[src/rtl/sevenseg_scan_driver.sv]
// Four-digit multiplexed seven-segment scan driver.
// A valid/ready load fills a one-entry pending buffer; the pending value is copied to the
// displayed shadow only at a frame boundary, so one scan never mixes old and new digits.
// Each digit slot opens with GUARD blanked cycles to suppress ghosting between digits.
// Optional feature: define SEVSEG_LZB_EN to blank leading zeros on digits 3..1.
module sevenseg_scan_driver #(
  parameter int unsigned REFRESH_DIV = 1000,
  parameter int unsigned GUARD       = 2
) (
  input  logic        wb_clk_i,
  input  logic        wb_rst_i,
  input  logic [15:0] bcd_in,
  input  logic [3:0]  dp_in,
  input  logic        load_valid,
  output logic        load_ready,
  input  logic        blank_in,
  output logic [7:0]  seven_seg,
  output logic [3:0]  digit_en,
  output logic        frame_done
);

  localparam int unsigned PW = (REFRESH_DIV > 1) ? $clog2(REFRESH_DIV) : 1;
  localparam logic [PW-1:0] PrescLast = PW'(REFRESH_DIV - 1);

  // Segment pattern {g,f,e,d,c,b,a} for one hex nibble.
  function automatic logic [6:0] seg_decode(input logic [3:0] nib);
    logic [6:0] seg;
    unique case (nib)
      4'h0: seg = 7'h3F;
      4'h1: seg = 7'h06;
      4'h2: seg = 7'h5B;
      4'h3: seg = 7'h4F;
      4'h4: seg = 7'h66;
      4'h5: seg = 7'h6D;
      4'h6: seg = 7'h7D;
      4'h7: seg = 7'h07;
      4'h8: seg = 7'h7F;
      4'h9: seg = 7'h6F;
      4'hA: seg = 7'h77;
      4'hB: seg = 7'h7C;
      4'hC: seg = 7'h39;
      4'hD: seg = 7'h5E;
      4'hE: seg = 7'h79;
      4'hF: seg = 7'h71;
      default: seg = 7'h00;
    endcase
    return seg;
  endfunction

  // State
  logic [PW-1:0] presc_q, presc_d;
  logic [1:0]    idx_q, idx_d;
  logic [15:0]   pend_data_q, pend_data_d;
  logic [3:0]    pend_dp_q, pend_dp_d;
  logic          full_q, full_d;
  logic [15:0]   shadow_data_q, shadow_data_d;
  logic [3:0]    shadow_dp_q, shadow_dp_d;
  logic [7:0]    seven_seg_q, seven_seg_d;
  logic [3:0]    digit_en_q, digit_en_d;
  logic          frame_done_q, frame_done_d;

  // Decode-side signals
  logic          presc_wrap;
  logic          boundary;
  logic          accept;
  logic          in_guard;
  logic [3:0]    cur_nib;
  logic          cur_dp;
  logic [3:0]    lz_mask;

  assign presc_wrap = (presc_q == PrescLast);
  assign boundary   = presc_wrap && (idx_q == 2'd3);
  assign load_ready = !full_q;
  assign accept     = load_valid && !full_q;
  assign in_guard   = (32'(presc_q) < GUARD);

  // Prescaler and digit index advance.
  always_comb begin
    presc_d = presc_q + PW'(1);
    idx_d   = idx_q;
    if (presc_wrap) begin
      presc_d = '0;
      idx_d   = idx_q + 2'd1;
    end
  end

  // Pending buffer and shadow transfer. Transfer only uses the full flag as it stood
  // before the boundary cycle, so an accept in that same cycle waits a whole frame.
  // Accept and transfer can never coincide: accept needs full clear, transfer needs it set.
  always_comb begin
    pend_data_d   = pend_data_q;
    pend_dp_d     = pend_dp_q;
    full_d        = full_q;
    shadow_data_d = shadow_data_q;
    shadow_dp_d   = shadow_dp_q;
    if (boundary && full_q) begin
      shadow_data_d = pend_data_q;
      shadow_dp_d   = pend_dp_q;
      full_d        = 1'b0;
    end
    if (accept) begin
      pend_data_d = bcd_in;
      pend_dp_d   = dp_in;
      full_d      = 1'b1;
    end
  end

  // Select the nibble and decimal point of the digit currently being scanned.
  always_comb begin
    cur_nib = shadow_data_q[3:0];
    cur_dp  = shadow_dp_q[0];
    unique case (idx_q)
      2'd0: begin cur_nib = shadow_data_q[3:0];   cur_dp = shadow_dp_q[0]; end
      2'd1: begin cur_nib = shadow_data_q[7:4];   cur_dp = shadow_dp_q[1]; end
      2'd2: begin cur_nib = shadow_data_q[11:8];  cur_dp = shadow_dp_q[2]; end
      2'd3: begin cur_nib = shadow_data_q[15:12]; cur_dp = shadow_dp_q[3]; end
      default: begin cur_nib = 4'h0; cur_dp = 1'b0; end
    endcase
  end

`ifdef SEVSEG_LZB_EN
  // A digit is a leading zero when it and every digit to its left are zero.
  // Digit 0 always shows, so a zero value still reads "0".
  always_comb begin
    lz_mask    = 4'b0000;
    lz_mask[3] = (shadow_data_q[15:12] == 4'h0);
    lz_mask[2] = lz_mask[3] && (shadow_data_q[11:8] == 4'h0);
    lz_mask[1] = lz_mask[2] && (shadow_data_q[7:4] == 4'h0);
    lz_mask[0] = 1'b0;
  end
`else
  assign lz_mask = 4'b0000;
`endif

  // Next registered display value; blank_in and the guard window only gate outputs.
  always_comb begin
    seven_seg_d  = 8'h00;
    digit_en_d   = 4'b0000;
    frame_done_d = boundary;
    if (!blank_in && !in_guard) begin
      digit_en_d  = 4'b0001 << idx_q;
      seven_seg_d = {cur_dp, (lz_mask[idx_q] ? 7'h00 : seg_decode(cur_nib))};
    end
  end

  // All state, synchronous active-high reset.
  always_ff @(posedge wb_clk_i) begin
    if (wb_rst_i) begin
      presc_q       <= '0;
      idx_q         <= 2'd0;
      pend_data_q   <= 16'h0000;
      pend_dp_q     <= 4'b0000;
      full_q        <= 1'b0;
      shadow_data_q <= 16'h0000;
      shadow_dp_q   <= 4'b0000;
      seven_seg_q   <= 8'h00;
      digit_en_q    <= 4'b0000;
      frame_done_q  <= 1'b0;
    end else begin
      presc_q       <= presc_d;
      idx_q         <= idx_d;
      pend_data_q   <= pend_data_d;
      pend_dp_q     <= pend_dp_d;
      full_q        <= full_d;
      shadow_data_q <= shadow_data_d;
      shadow_dp_q   <= shadow_dp_d;
      seven_seg_q   <= seven_seg_d;
      digit_en_q    <= digit_en_d;
      frame_done_q  <= frame_done_d;
    end
  end

  assign seven_seg  = seven_seg_q;
  assign digit_en   = digit_en_q;
  assign frame_done = frame_done_q;

  // Digit select is never more than one-hot.
  a_digit_onehot: assert property (@(posedge wb_clk_i) disable iff (wb_rst_i)
    $onehot0(digit_en));

  // No segment lights without a selected digit.
  a_seg_needs_digit: assert property (@(posedge wb_clk_i) disable iff (wb_rst_i)
    (digit_en == 4'b0000) |-> (seven_seg == 8'h00));

endmodule

[config.mk]
export PLATFORM = sky130hd
export DESIGN_NAME = sevenseg_scan_driver
export DESIGN_NICKNAME = d
export VERILOG_FILES = /design/src/rtl/sevenseg_scan_driver.sv
export SDC_FILE = /design/constraint.sdc
export NUM_CORES = 1
export LEC_CHECK = 0
export ABC_AREA = 0
export BUFFER_PORTS_ARGS = -buffer_cell sky130_fd_sc_hd__buf_2
export CORE_ASPECT_RATIO = 1.1
export CORE_UTILIZATION = 30
export CTS_CLUSTER_SIZE = 20
export DETAILED_ROUTE_END_ITERATION = 6
export GPL_TIMING_DRIVEN = 0
export HOLD_SLACK_MARGIN = 0.05
export SETUP_SLACK_MARGIN = 0.5
export SLEW_MARGIN = 0
export SYNTH_ARGS = -nofsm -noshare
export SYNTH_HDL_FRONTEND = slang
export SYNTH_SLANG_ARGS = --single-unit
[constraint.sdc]
create_clock -name wb_clk_i -period 7 [get_ports wb_clk_i]
set_clock_uncertainty 0.15 [all_clocks]
set_input_delay 1.4 -clock wb_clk_i [delete_from_list [all_inputs] [get_ports wb_clk_i]]
set_output_delay 1.4 -clock wb_clk_i [all_outputs]
set_load 0.005 [all_outputs]
==> run_results.csv <==
group,metric,value,unit
finish,diodes,0,
setup_path,cp-start-kind,"flop",
finish,final_util,37.0,%
sta,tns,0,ns
setup_path,crit_arrival,2.94,ns
setup_path,r2r_slack,4.16,ns
power,power_frac_comb,4.6,%
grt,grt_pass1_wl,9990,um
cts,htree_levels,3,
grt,gr-usage-all-layers,13.6,%
hold_path,hp-start,"shadow_dp_q[0]",
cts,clockBufferDepth,2,
setup_path,cp_max_fo,7,
sta,tightest_slew,0.871,ns
floorplan,die_area,0.00941,mm2
finish,mostFrequentLayoutCell,"nand2_1",
cts,tritoncts,"done",
grt,grt_max_degree,12,
cts,cts_root_buf,"clkbuf_8",
finish,syn2layout_area_growth,20.6,%
finish,multi_input_area,0.00127,mm2
sta,fin_crit_sh,40.5,%
setup_path,endpoint_kind,"flop",
power,p_seq_share,49.5,%
setup_path,critPathLaunch,"idx_q[1]",
hold_path,hold_depth,2,
finish,drive_gt1_share,17.7,%
cts,cts_resized,0,
grt,grt_overflow,0,
power,pwr_density_cell,243,mW/mm2
synthesis,ys_seq_elements,66,
routing,via_per_inst,4.61,
power,p_leak,1.23,nW
sta,min_period,2.84,ns
routing,first_iter_violations,91,
cts,cts.sinks,66,
finish,final_cell_mix,"92 x nand2_1, 66 x dfxtp_1, 38 x a21oi_1",
hold_path,hold_class,"flop to flop",
floorplan,die_w,92.6,um
floorplan,start_util,30.7,%
placement,dp_slack,4.14,ns
sta,slew-limit-headroom,41.3,%
hold_path,hold_end,"shadow_dp_q[0]",
synthesis,synth_warnings,0,
placement,gp_congestion,0.800,
placement,dpl_cell_area,0.00304,mm2
sta,hold_violations,0,
power,intPower,621,uW
grt,grt_pass1_vias,2170,
finish,final_area,0.00327,mm2
routing,wl_per_cell,11.7,um
routing,finalWirelength,5700,um
floorplan,io_pins,38,
finish,register_area,0.00132,mm2
placement,dp_hpwl,4170,um
synthesis,ys_types,35,
cts,postCtsSetupBuffers,0,
setup_path,reg2reg_depth,10,
synthesis,syn-instance-count,320,
floorplan,chipHeight,102,um
synthesis,synth_area_per_cell,8.47,um2
setup_path,cp.required,7.10,ns
routing,drtPass1Iterations,5,
floorplan,rows,36,
sta,rsz0062_at_grt,"false",
sta,max_freq,352,MHz
setup_path,r2r_start,"idx_q[1]",
grt,antenna_found_initial,0,
finish,n_fill_cell,961,
cts,numCtsBuffers,9,
synthesis,yosysSeqAreaShare,48.8,%
cts,clkLatencyLatePin,0.34,ns
routing,vias,2244,
power,switching_share,21.6,%
cts,cts_hold_buf,0,
power,clockPowerShare,45.9,%
sta,setup-violations-final,0,
flow_run,maxCapViolCount,0,
power,peakVddDrop,0.0809,mV
power,power.net_switching,171,uW
cts,clk_pin_slew,0.07,ns
setup_path,reg2reg_to,"seven_seg[4]",
floorplan,coreArea,0.00883,mm2
routing,drc,0,
sta,drv_slew,0,
placement,io_buffer_count,37,
setup_path,path_class,"flop to flop",
sta,timing.final.ws_setup,4.16,ns
synthesis,syn_nets,356,
synthesis,synthesis.area,0.00271,mm2
outcome,status,"finished clean",
finish,nets,404,
routing,ant_nets,0,
worst max-delay path by stage:
stage                     cells past startpoint  slack (ns)           endpoint
after floorplan                               3        4.61  shadow_data_q[10]
after global routing                          9        3.74       seven_seg[5]
after global placement                       10        4.23       seven_seg[4]
after CTS                                     9        4.12       seven_seg[6]
after detailed placement                      9        4.14       seven_seg[6]
final                                        10        4.16       seven_seg[4]
routing by layer:
metal	GRT usage, %	vias up	part of all wire [%]
met2	21.4	46	46
li1	-	1172	-
met5	0	-	0
met4	6.49	0	1.9
met1	17.5	1018	48
met3	3.60	8	4.4
cell usage after synthesis:
cell / count / area share, %
dfxtp_1: 66 / 49
a221oi_1: 3 / 0.97
nor2b_1: 1 / 0.23
a222oi_1: 3 / 1.1
clkbuf_1: 13 / 1.8
nor3b_1: 1 / 0.28
nand3_1: 6 / 1.1
ha_1: 12 / 5.5
a22oi_1: 3 / 0.83
buf_1: 1 / 0.14
a21oi_1: 38 / 7.0
o22a_1: 1 / 0.32
mux2i_1: 3 / 1.1
nand3_4: 1 / 0.65
nor3_1: 8 / 1.5
or2_2: 1 / 0.23
xnor2_1: 7 / 2.3
a311oi_1: 1 / 0.32
and3_4: 1 / 0.42
a21oi_2: 6 / 1.9
nor2_1: 22 / 3.0
nor4_4: 1 / 0.79
a311o_1: 1 / 0.37
mux2_2: 2 / 0.83
o21ai_0: 4 / 0.74
xor2_1: 2 / 0.65
nor4_1: 2 / 0.46
o211ai_1: 1 / 0.28
nand2_1: 92 / 13
inv_1: 10 / 1.4
nand3b_1: 1 / 0.28
nand4_1: 2 / 0.46
a211oi_1: 1 / 0.28
buf_6: 2 / 0.83
a22o_1: 1 / 0.32
state kept, by name, indices dropped and copies added (netlist names):
register       cells
pend_dp_q          4
shadow_dp_q        4
seven_seg          8
frame_done         1
digit_en           4
presc_q           10
shadow_data_q     16
full_q             1
idx_q              2
pend_data_q       16
area by class of cell:
cell class	count	area share [%]
clock buffers	12	4.75
clock inverters	4	2.26
multi-input cells	228	39.0
repair buffers	37	5.67
well taps	114	4.37
plain buffers	16	2.30
flip-flops and latches	66	40.5
inverters	10	1.15
logic make-up after synthesis:
group	after synthesis	share of synthesized area [%]
DFF	66	48.8
AOI/OAI and AO/OA	63	14.5
buffers and inverters	26	4.16
and+or+nand+nor	139	22.2
xor gates and xnor gates	9	2.91
muxes	5	1.94
adders and majority gates	12	5.54
power groups by stage:
stage | registers, mW | clock network [mW] | logic, mW
3_5_place_dp | 0.401 | 0 | 0.0369
6_report | 0.392 | 0.364 | 0.0363
4_1_cts | 0.392 | 0.376 | 0.0371
2_1_floorplan | 0.399 | 0 | 0.0218
3_3_place_gp | 0.401 | 0 | 0.0363
5_1_grt | 0.393 | 0.392 | 0.0424
stage by stage:
stage / std cells / total power [mW] / hold WS (ns)
after detailed placement: 471 / 0.438 / 0.297
after global routing: 487 / 0.828 / 0.319
after CTS: 487 / 0.805 / 0.304
final: 487 / 0.792 / 0.305
after global placement: 471 / 0.437 / 0.282
after floorplan: 320 / 0.421 / 0.268
worst max-delay path, cell delays in order, from the launching register on:
cell and delay [ns]:
dfxtp_1 0.43, inv_1 0.13, ha_1 0.28, a222oi_1 0.41, nand2_1 0.09, o21ai_0 0.34, inv_1 0.20, ha_1 0.31
nand2_1 0.08, o21ai_0 0.08, a211oi_1 0.26
Power figures use the tool's default switching activity.
